File: config.mk
export PLATFORM = sky130hd
export DESIGN_NAME = dmem_arbiter
export DESIGN_NICKNAME = d
export VERILOG_FILES = /design/src/rtl/dmem_arbiter.sv
export SDC_FILE = /design/constraint.sdc
export NUM_CORES = 1
export LEC_CHECK = 0
export CELL_PAD_IN_SITES_DETAIL_PLACEMENT = 1
export CELL_PAD_IN_SITES_GLOBAL_PLACEMENT = 1
export CORE_ASPECT_RATIO = 1.25
export CORE_MARGIN = 2
export CORE_UTILIZATION = 25
export DETAILED_ROUTE_END_ITERATION = 16
export PLACE_DENSITY = 0.89
export SYNTH_ARGS = -nofsm -noshare
export SYNTH_HDL_FRONTEND = slang
export SYNTH_SLANG_ARGS = --single-unit
File: constraint.sdc
create_clock -name clk -period 2.25 [get_ports clk]
set_clock_uncertainty 0.1 [all_clocks]
set_input_delay 0.45 -clock clk [delete_from_list [all_inputs] [get_ports clk]]
set_output_delay 0.45 -clock clk [all_outputs]
set_load 0.005 [all_outputs]
File: src/rtl/dmem_arbiter.sv
// Purpose: two-port (core, debug) arbiter in front of a single-port data memory, with starvation guard for debug.
// Latency: zero-cycle grant and memory strobes; read data returns one cycle after the grant with rvalid to the owner.
// Backpressure: a requester holds req until gnt; the losing port simply sees gnt=0 and retries next cycle.
module dmem_arbiter #(
   parameter int DATA_W     = 32,
   parameter int ADDR_W     = 9,
   parameter int STARVE_LIM = 4
) (
   input  logic              clk,
   input  logic              reset,
   input  logic              c_req,
   input  logic              c_we,
   input  logic [ADDR_W-1:0] c_addr,
   input  logic [DATA_W-1:0] c_wdata,
   output logic              c_gnt,
   output logic              c_rvalid,
   output logic [DATA_W-1:0] c_rdata,
   input  logic              d_req,
   input  logic              d_we,
   input  logic [ADDR_W-1:0] d_addr,
   input  logic [DATA_W-1:0] d_wdata,
   output logic              d_gnt,
   output logic              d_rvalid,
   output logic [DATA_W-1:0] d_rdata,
   output logic              mem_wr,
   output logic              mem_rd,
   output logic [ADDR_W-1:0] mem_addr,
   output logic [DATA_W-1:0] mem_wdata,
   input  logic [DATA_W-1:0] mem_rdata,
   output logic [3:0]        starve_cnt
);

   typedef enum logic [1:0] {OWN_NONE, OWN_CORE, OWN_DBG} owner_t;

   localparam logic [3:0] LIM = 4'(STARVE_LIM);

   owner_t            owner;
   logic              d_win;
   logic [DATA_W-1:0] c_rdata_q;
   logic [DATA_W-1:0] d_rdata_q;

   // Grant decision and memory mux: core wins unless debug is alone or has waited STARVE_LIM cycles.
   always_comb begin
      d_win     = d_req && (!c_req || (starve_cnt == LIM));
      c_gnt     = !reset && c_req && !d_win;
      d_gnt     = !reset && d_win;
      // With no grant the core-side address/data stay on the bus; only the strobes go quiet.
      mem_addr  = d_gnt ? d_addr  : c_addr;
      mem_wdata = d_gnt ? d_wdata : c_wdata;
      mem_wr    = (c_gnt && c_we)  || (d_gnt && d_we);
      mem_rd    = (c_gnt && !c_we) || (d_gnt && !d_we);
   end

   // Read return: the registered owner tag selects who sees this cycle's mem_rdata; reset squashes an in-flight read.
   always_comb begin
      c_rvalid = !reset && (owner == OWN_CORE);
      d_rvalid = !reset && (owner == OWN_DBG);
      c_rdata  = c_rvalid ? mem_rdata : c_rdata_q;
      d_rdata  = d_rvalid ? mem_rdata : d_rdata_q;
   end

   // Sequential state: starvation counter, read owner tag and held read data per port.
   always_ff @(posedge clk) begin
      if (reset) begin
         starve_cnt <= 4'd0;
         owner      <= OWN_NONE;
         c_rdata_q  <= '0;
         d_rdata_q  <= '0;
      end else begin
         if (d_gnt || !d_req)
            starve_cnt <= 4'd0;
         else if (starve_cnt < LIM)
            starve_cnt <= starve_cnt + 4'd1;

         if (c_gnt && !c_we)
            owner <= OWN_CORE;
         else if (d_gnt && !d_we)
            owner <= OWN_DBG;
         else
            owner <= OWN_NONE;

         if (c_rvalid)
            c_rdata_q <= mem_rdata;
         if (d_rvalid)
            d_rdata_q <= mem_rdata;
      end
   end

endmodule

==> results of run 1 <==
[report_power, final]
group,internal (uW),switching [uW],total [uW]
sequential,1260,7.48,1270
clock,1000,523,1530
combinational,613,310,922
total,2880,840,3720
[flip-flops by register name, summed over array words and instances (netlist names)]
register,flops
c_rdata_q,32
owner,2
starve_cnt,4
d_rdata_q,32
[kinds of logic (layout without fill, tap and decap cells)]
kind of cell               count (synthesis)  after routing  share of synthesized area
AOI/OAI and AO/OA                          7              7                    0.01663
xor gates and xnor gates                   1              1                   0.002646
adders and majority gates                  2              2                   0.007557
buffers and inverters                     23            394                    0.04422
DFF                                       70             70                     0.4233
muxes                                    105            105                     0.3571
other                                      0              1                          0
and+or+nand+nor                           77             77                     0.1485
[worst max-delay path, delay by kind of cell, from the launching register on]
kind                     cells  cell delay, ns
flip-flops                   1            0.33
buffers and inverters        6            0.66
adder cells (fa/ha/maj)      1            0.15
AND/OR/NAND/NOR              1            0.22
AO/OA/AOI/OAI                1            0.18
multiplexers                 1            0.30
[synth_stat cells]
cell,number
buf_6,6
dfxtp_1,70
o21ai_4,1
a21oi_1,2
buf_4,4
nor3b_4,2
nor2_1,6
and3b_1,1
mux2_2,97
o21ai_0,1
inv_1,6
o22ai_1,1
xnor2_1,1
a22o_1,1
nand3_1,1
nand3b_1,1
clkbuf_1,7
nor2b_1,65
ha_1,2
mux2_1,8
a211o_1,1
nand2_1,1
[path summary, 6_finish.rpt]
| path | from | endpoint | depth (start not counted) |
|---|---|---|---|
| min reg2reg | d_rdata_q[27] | d_rdata_q[27] | 2 |
| max | starve_cnt[1] | mem_wdata[26] | 10 |
| max reg2reg | owner[1] | c_rdata_q[5] | 11 |
| min | d_rdata_q[27] | d_rdata_q[27] | 2 |
[per-layer routing]
| layer | vias up | global-route usage | wire [um] |
|---|---|---|---|
| met5 | - | 0 | 0 |
| met1 | 1814 | 0.2819 | 6845 |
| met2 | 192 | 0.5180 | 10670 |
| met3 | 48 | 0.08079 | 1277 |
| li1 | 1699 | - | - |
| met4 | 0 | 0.1104 | 913 |
[layout make-up]
| class | count | area, um2 |
|---|---|---|
| diodes | 1 | 2.502 |
| clock buffers | 13 | 250.2 |
| clock inverters | 3 | 67.56 |
| fillers | 1281 | 4875 |
| inverters | 6 | 25.02 |
| multi-input cells | 192 | 2193 |
| flip-flops and latches | 70 | 1406 |
| well taps | 171 | 214.0 |
| repair buffers | 372 | 4080 |
[timing repair]
| item | CTS | global route |
|---|---|---|
| pin swaps | 7 | 4 |
| setup endpoints to repair | 111 | 109 |
| setup buffers | 94 | 33 |
| resized for setup | 725 | 59 |
| endpoints found under the hold margin | 0 | 0 |
| gates cloned | 8 | 0 |
[metrics by stage]
stage,hold slack (ns),util
floorplan,0.3843,-
global placement,0.4531,0.4528
detailed placement,0.4648,0.4528
CTS,0.4929,0.6135
global route,0.5252,0.6283
finish,0.4930,0.6283
[placed cells by master (no fill, tap or decap), types with 2 or more instances in the layout]
cell type | Yosys | layout
a21oi_1 | 2 | 2
buf_12 | 0 | 16
buf_16 | 0 | 4
buf_2 | 0 | 7
buf_4 | 4 | 37
buf_6 | 6 | 171
buf_8 | 0 | 11
bufinv_16 | 0 | 2
clkbuf_1 | 7 | 3
clkbuf_16 | 0 | 9
clkbuf_2 | 0 | 3
clkdlybuf4s50_1 | 0 | 120
dfxtp_1 | 70 | 66
dfxtp_2 | 0 | 4
dlygate4sd2_1 | 0 | 2
inv_2 | 0 | 4
mux2_2 | 97 | 2
mux2_4 | 0 | 103
nor2_1 | 6 | 6
nor2b_1 | 65 | 64
nor3b_4 | 2 | 2
==> results.json, run 1 <==
{
  "status": "finished with violations",
  "violations": "setup timing",
  "synthCells": 285,
  "drive_gt1_frac": 0.5854,
  "start_kind": "flip-flop",
  "placed_cells": 693,
  "power.density_nw_per_um2": 451.1,
  "path_class": "reg2out",
  "synth_seq_area_share": 0.4233,
  "ys_ff_latch": 70,
  "netlist_top_cells_area": "dfxtp_1 42%, mux2_2 33%, nor2b_1 12%",
  "die_y_um": 132.7,
  "cp_max_fo": 5,
  "yosysWarnings": 0,
  "gp_congestion": 0.9225,
  "crit_arrival_ns": 2.18,
  "cp-end-kind": "output pin",
  "track_usage": 0.2760,
  "syn-cell-area_um2": 3311,
  "ant_nets": 0,
  "die_width_um": 106.9,
  "hold_class": "reg2reg",
  "cts_max_level": 3,
  "worst_pin_slew_ns": 0.4010,
  "synth_top_cell_by_area": "dfxtp_1",
  "ys_types": 22,
  "setup_violations": 105,
  "crit_chain": "inv_2, ha_4, and3b_2, o21ai_4, buf_4, buf_6, buf_12, buf_4, mux2_4, buf_6",
  "timing.final.max_slew_violations": 0,
  "synth_top_cell_area_share": 0.4233,
  "period_share": 1.212,
  "drv_cap": 0,
  "io_buffer_count": 234,
  "overflow": 0,
  "hold_buffers": 0,
  "cpMaxStageDelayCell": "dfxtp_2",
  "die_area_um2": 14180,
  "coreArea_um2": 13110,
  "first_pass_iters": 5,
  "first_global_vias": 4429,
  "grt_pass1_wl_um": 28470,
  "root_buffer": "clkbuf_16",
  "fmax_mhz": 366.7,
  "ir_drop_mv": 0.3558,
  "numCtsBuffers": 9,
  "clk_pin_slew_ns": 0.06,
  "final_area_um2": 8239,
  "finalNonFillerCells": 828,
  "start_util": 0.2525,
  "placed_area_um2": 5938,
  "cts_tree": "built",
  "clockBufferDepth": 2,
  "via_per_inst": 4.533,
  "antenna_found_initial": 1,
  "fin_setup_tns_ns": -25.45,
  "avgRoutedWirePerCell_um": 23.80,
  "clk_latency_ns": 0.32,
  "io_pins": 235,
  "drc": 0,
  "numClockSinks": 70,
  "syn2layout_area_growth_pct": 148.9,
  "cp_slowest_stage_delay_ns": 0.33,
  "avgSynthCellArea_um2": 11.62,
  "power_leakage_uw": 0.003783,
  "max_slew_margin": 0.7327,
  "hpwl_um": 11350,
  "drt_iter0_drc": 113,
  "finalPower_uw": 3717,
  "final_hold_viol_count": 0,
  "vias": 3753,
  "reg2reg_slack_ns": 0.21,
  "grt_max_degree": 37,
  "rsz0062_at_grt": "yes",
  "period_needed_ns": 2.727,
  "drt_wl_total_um": 19700,
  "syn_nets": 407,
  "core.rowCount": 47,
  "dp_slack_ns": -0.6673,
  "final_nets": 773,
  "worst_slack_ns": -0.4770,
  "crit_required_ns": 1.70
}
(Power assumes the default switching activity.)
==> run 2: changes to the inputs <==
--- a/config.mk
+++ b/config.mk
@@ -12,6 +12,8 @@
 export CORE_UTILIZATION = 25
 export DETAILED_ROUTE_END_ITERATION = 16
 export PLACE_DENSITY = 0.89
+export RECOVER_POWER = 100
+export SKIP_CTS_REPAIR_TIMING = 1
 export SYNTH_ARGS = -nofsm -noshare
 export SYNTH_HDL_FRONTEND = slang
 export SYNTH_SLANG_ARGS = --single-unit
==> run 2 against run 1 <==
Compared with the run above: the flow still finishes with violations (setup timing); count of clock-buffer cells in the layout unchanged; critical path depth down 3; non-clock buffer count down 41; via count down 7.6%; largest cell class unchanged.
==> results.json, run 2 (synthesis results as in run 1) <==
{
  "setup_violations": 103,
  "gp_congestion": 0.9225,
  "status": "finished with violations",
  "via_per_inst": 4.400,
  "io_buffer_count": 234,
  "crit_chain": "clkdlybuf4s50_1, inv_2, buf_4, a211o_1, inv_1, a22o_1, clkdlybuf4s50_1",
  "critPathLaunch": "c_req",
  "first_global_vias": 3515,
  "cpMostUsedCell": "clkdlybuf4s50_1",
  "start_kind": "input port",
  "hold_class": "reg2reg",
  "cts_max_level": 3,
  "numClockSinks": 70,
  "final_cell_mix": "123 x clkdlybuf4s50_1, 87 x mux2_4, 82 x clkbuf_2, 66 x dfxtp_1, 64 x nor2b_1",
  "fmax_mhz": 351.8,
  "dp_slack_ns": -0.6673,
  "path_class": "in2out",
  "drc": 0,
  "hold_depth": 2,
  "use_met2": 0.3436,
  "path_delay_family": "buffers and inverters",
  "reg2reg_from": "owner[1]",
  "cp_num_cells": 7,
  "start_util": 0.2525,
  "vias": 3467,
  "antenna_found_initial": 2,
  "clockBufferDepth": 2,
  "die_width_um": 106.9,
  "grt_use_met1": 0.2114,
  "track_usage": 0.1920,
  "drt_wl_total_um": 16570,
  "violations": "setup timing",
  "reg_top3": "c_rdata_q (32), d_rdata_q (32), starve_cnt (4)",
  "power.density_nw_per_um2": 493.4,
  "root_buffer": "clkbuf_16",
  "crit_buf_inv": 5,
  "drive_gt1_frac": 0.5382,
  "timing.final.max_slew_violations": 0,
  "cp_max_fo": 3,
  "final_nets": 732,
  "final_area_um2": 7158,
  "drt_iter0_drc": 76,
  "fill_cells": 1403,
  "crit_required_ns": 1.70,
  "numCtsBuffers": 9,
  "max_slew_margin": 0.7372,
  "cp-end-kind": "output pin",
  "cts_tree": "built",
  "grt_busiest_layer": "met2",
  "core.rowCount": 47,
  "first_pass_iters": 4,
  "cp-endpoint": "mem_wr",
  "grt_pass1_wl_um": 20070,
  "overflow": 0,
  "finalPower_uw": 3532,
  "ir_drop_mv": 0.3471,
  "period_share": 1.263,
  "cp_slowest_stage_delay_ns": 0.53,
  "hpwl_um": 11350,
  "die_y_um": 132.7,
  "final_common_cell": "clkdlybuf4s50_1",
  "avgRoutedWirePerCell_um": 21.03,
  "die_area_um2": 14180,
  "period_needed_ns": 2.843,
  "ant_nets": 0,
  "final_hold_viol_count": 0,
  "cpMaxStageDelayCell": "clkdlybuf4s50_1",
  "coreArea_um2": 13110,
  "syn2layout_area_growth_pct": 116.2,
  "grt_max_degree": 37,
  "clk_latency_ns": 0.32,
  "power_leakage_uw": 0.003457,
  "drv_cap": 0,
  "grtUsageMet3": 0.06650,
  "reg2reg_to": "c_rdata_q[0]",
  "io_pins": 235,
  "worst_slack_ns": -0.5929,
  "placed_area_um2": 5938,
  "rr_worst_depth": 9,
  "reg2reg_slack_ns": 0.34,
  "crit_arrival_ns": 2.29,
  "worst_pin_slew_ns": 0.3942,
  "rsz0062_at_grt": "yes",
  "clk_pin_slew_ns": 0.06
}
-- run 2: cell count changes in the layout (fill, tap and decap cells not counted), moves of 6 or more --
| cell | previous run | this run |
|---|---|---|
| clkbuf_16 | 9 | 16 |
| dlymetal6s2s_1 | 1 | 10 |
| buf_6 | 171 | 42 |
| mux2_2 | 2 | 18 |
| buf_12 | 16 | 9 |
| buf_2 | 7 | 1 |
| mux2_4 | 103 | 87 |
| clkbuf_2 | 3 | 82 |
| buf_4 | 37 | 51 |
-- run 2: layer usage --
metal	up-vias	share of wire
li1	1618	-
met1	1653	0.36
met2	173	0.54
met3	23	0.071
met4	0	0.028
met5	-	0
-- run 2: tightest hold or removal path, delay by kind of cell (launching register included) --
family           cells  cell delay (ns)
flip-flops           1             0.30
AND/OR/NAND/NOR      1             0.11
multiplexers         1             0.14
-- run 2: per-stage QoR --
stage	std cells	util	setup TNS, ns	hold WS, ns
final	788	0.5458	-24.80	0.4858
after global routing	788	0.5458	-30.52	0.5162
after CTS	709	0.4771	-58.01	0.4854
after detailed placement	693	0.4528	-46.66	0.4648
after global placement	693	0.4528	-41.84	0.4531
after floorplan	285	-	0	0.3843
-- run 2: worst min-delay path by stage --
stage / from / slack [ns] / end
2_1_floorplan: starve_cnt[3] / 0.38 / starve_cnt[3]
3_3_place_gp: c_rdata_q[21] / 0.45 / c_rdata_q[21]
3_5_place_dp: d_rdata_q[27] / 0.46 / d_rdata_q[27]
4_1_cts: d_rdata_q[27] / 0.49 / d_rdata_q[27]
5_1_grt: c_rdata_q[17] / 0.52 / c_rdata_q[17]
6_report: c_rdata_q[17] / 0.49 / c_rdata_q[17]
-- run 2: cell type report --
| cell class | count | area [um2] | area share |
|---|---|---|---|
| Antenna cell | 2 | 5.005 | 0.0006992 |
| Tap cell | 171 | 214.0 | 0.02989 |
| Inverter | 6 | 25.02 | 0.003496 |
| Clock inverter | 3 | 67.56 | 0.009439 |
| Sequential cell | 70 | 1406 | 0.1965 |
| Clock buffer | 13 | 250.2 | 0.03496 |
| Timing Repair Buffer | 331 | 3073 | 0.4293 |
| Multi-Input combinational cell | 192 | 2117 | 0.2958 |
-- run 2: power by group --
group,switching (uW),internal [uW]
Clock,509,1000
Sequential,6.92,1260
Combinational,257,496
==> run 3: changes to the inputs <==
--- a/config.mk
+++ b/config.mk
@@ -12,7 +12,6 @@
 export CORE_UTILIZATION = 25
 export DETAILED_ROUTE_END_ITERATION = 16
 export PLACE_DENSITY = 0.89
-export RECOVER_POWER = 100
 export SKIP_CTS_REPAIR_TIMING = 1
 export SYNTH_ARGS = -nofsm -noshare
 export SYNTH_HDL_FRONTEND = slang
==> results of run 3 <==
Final layout, timing and power as in run 2 (identical DEF).
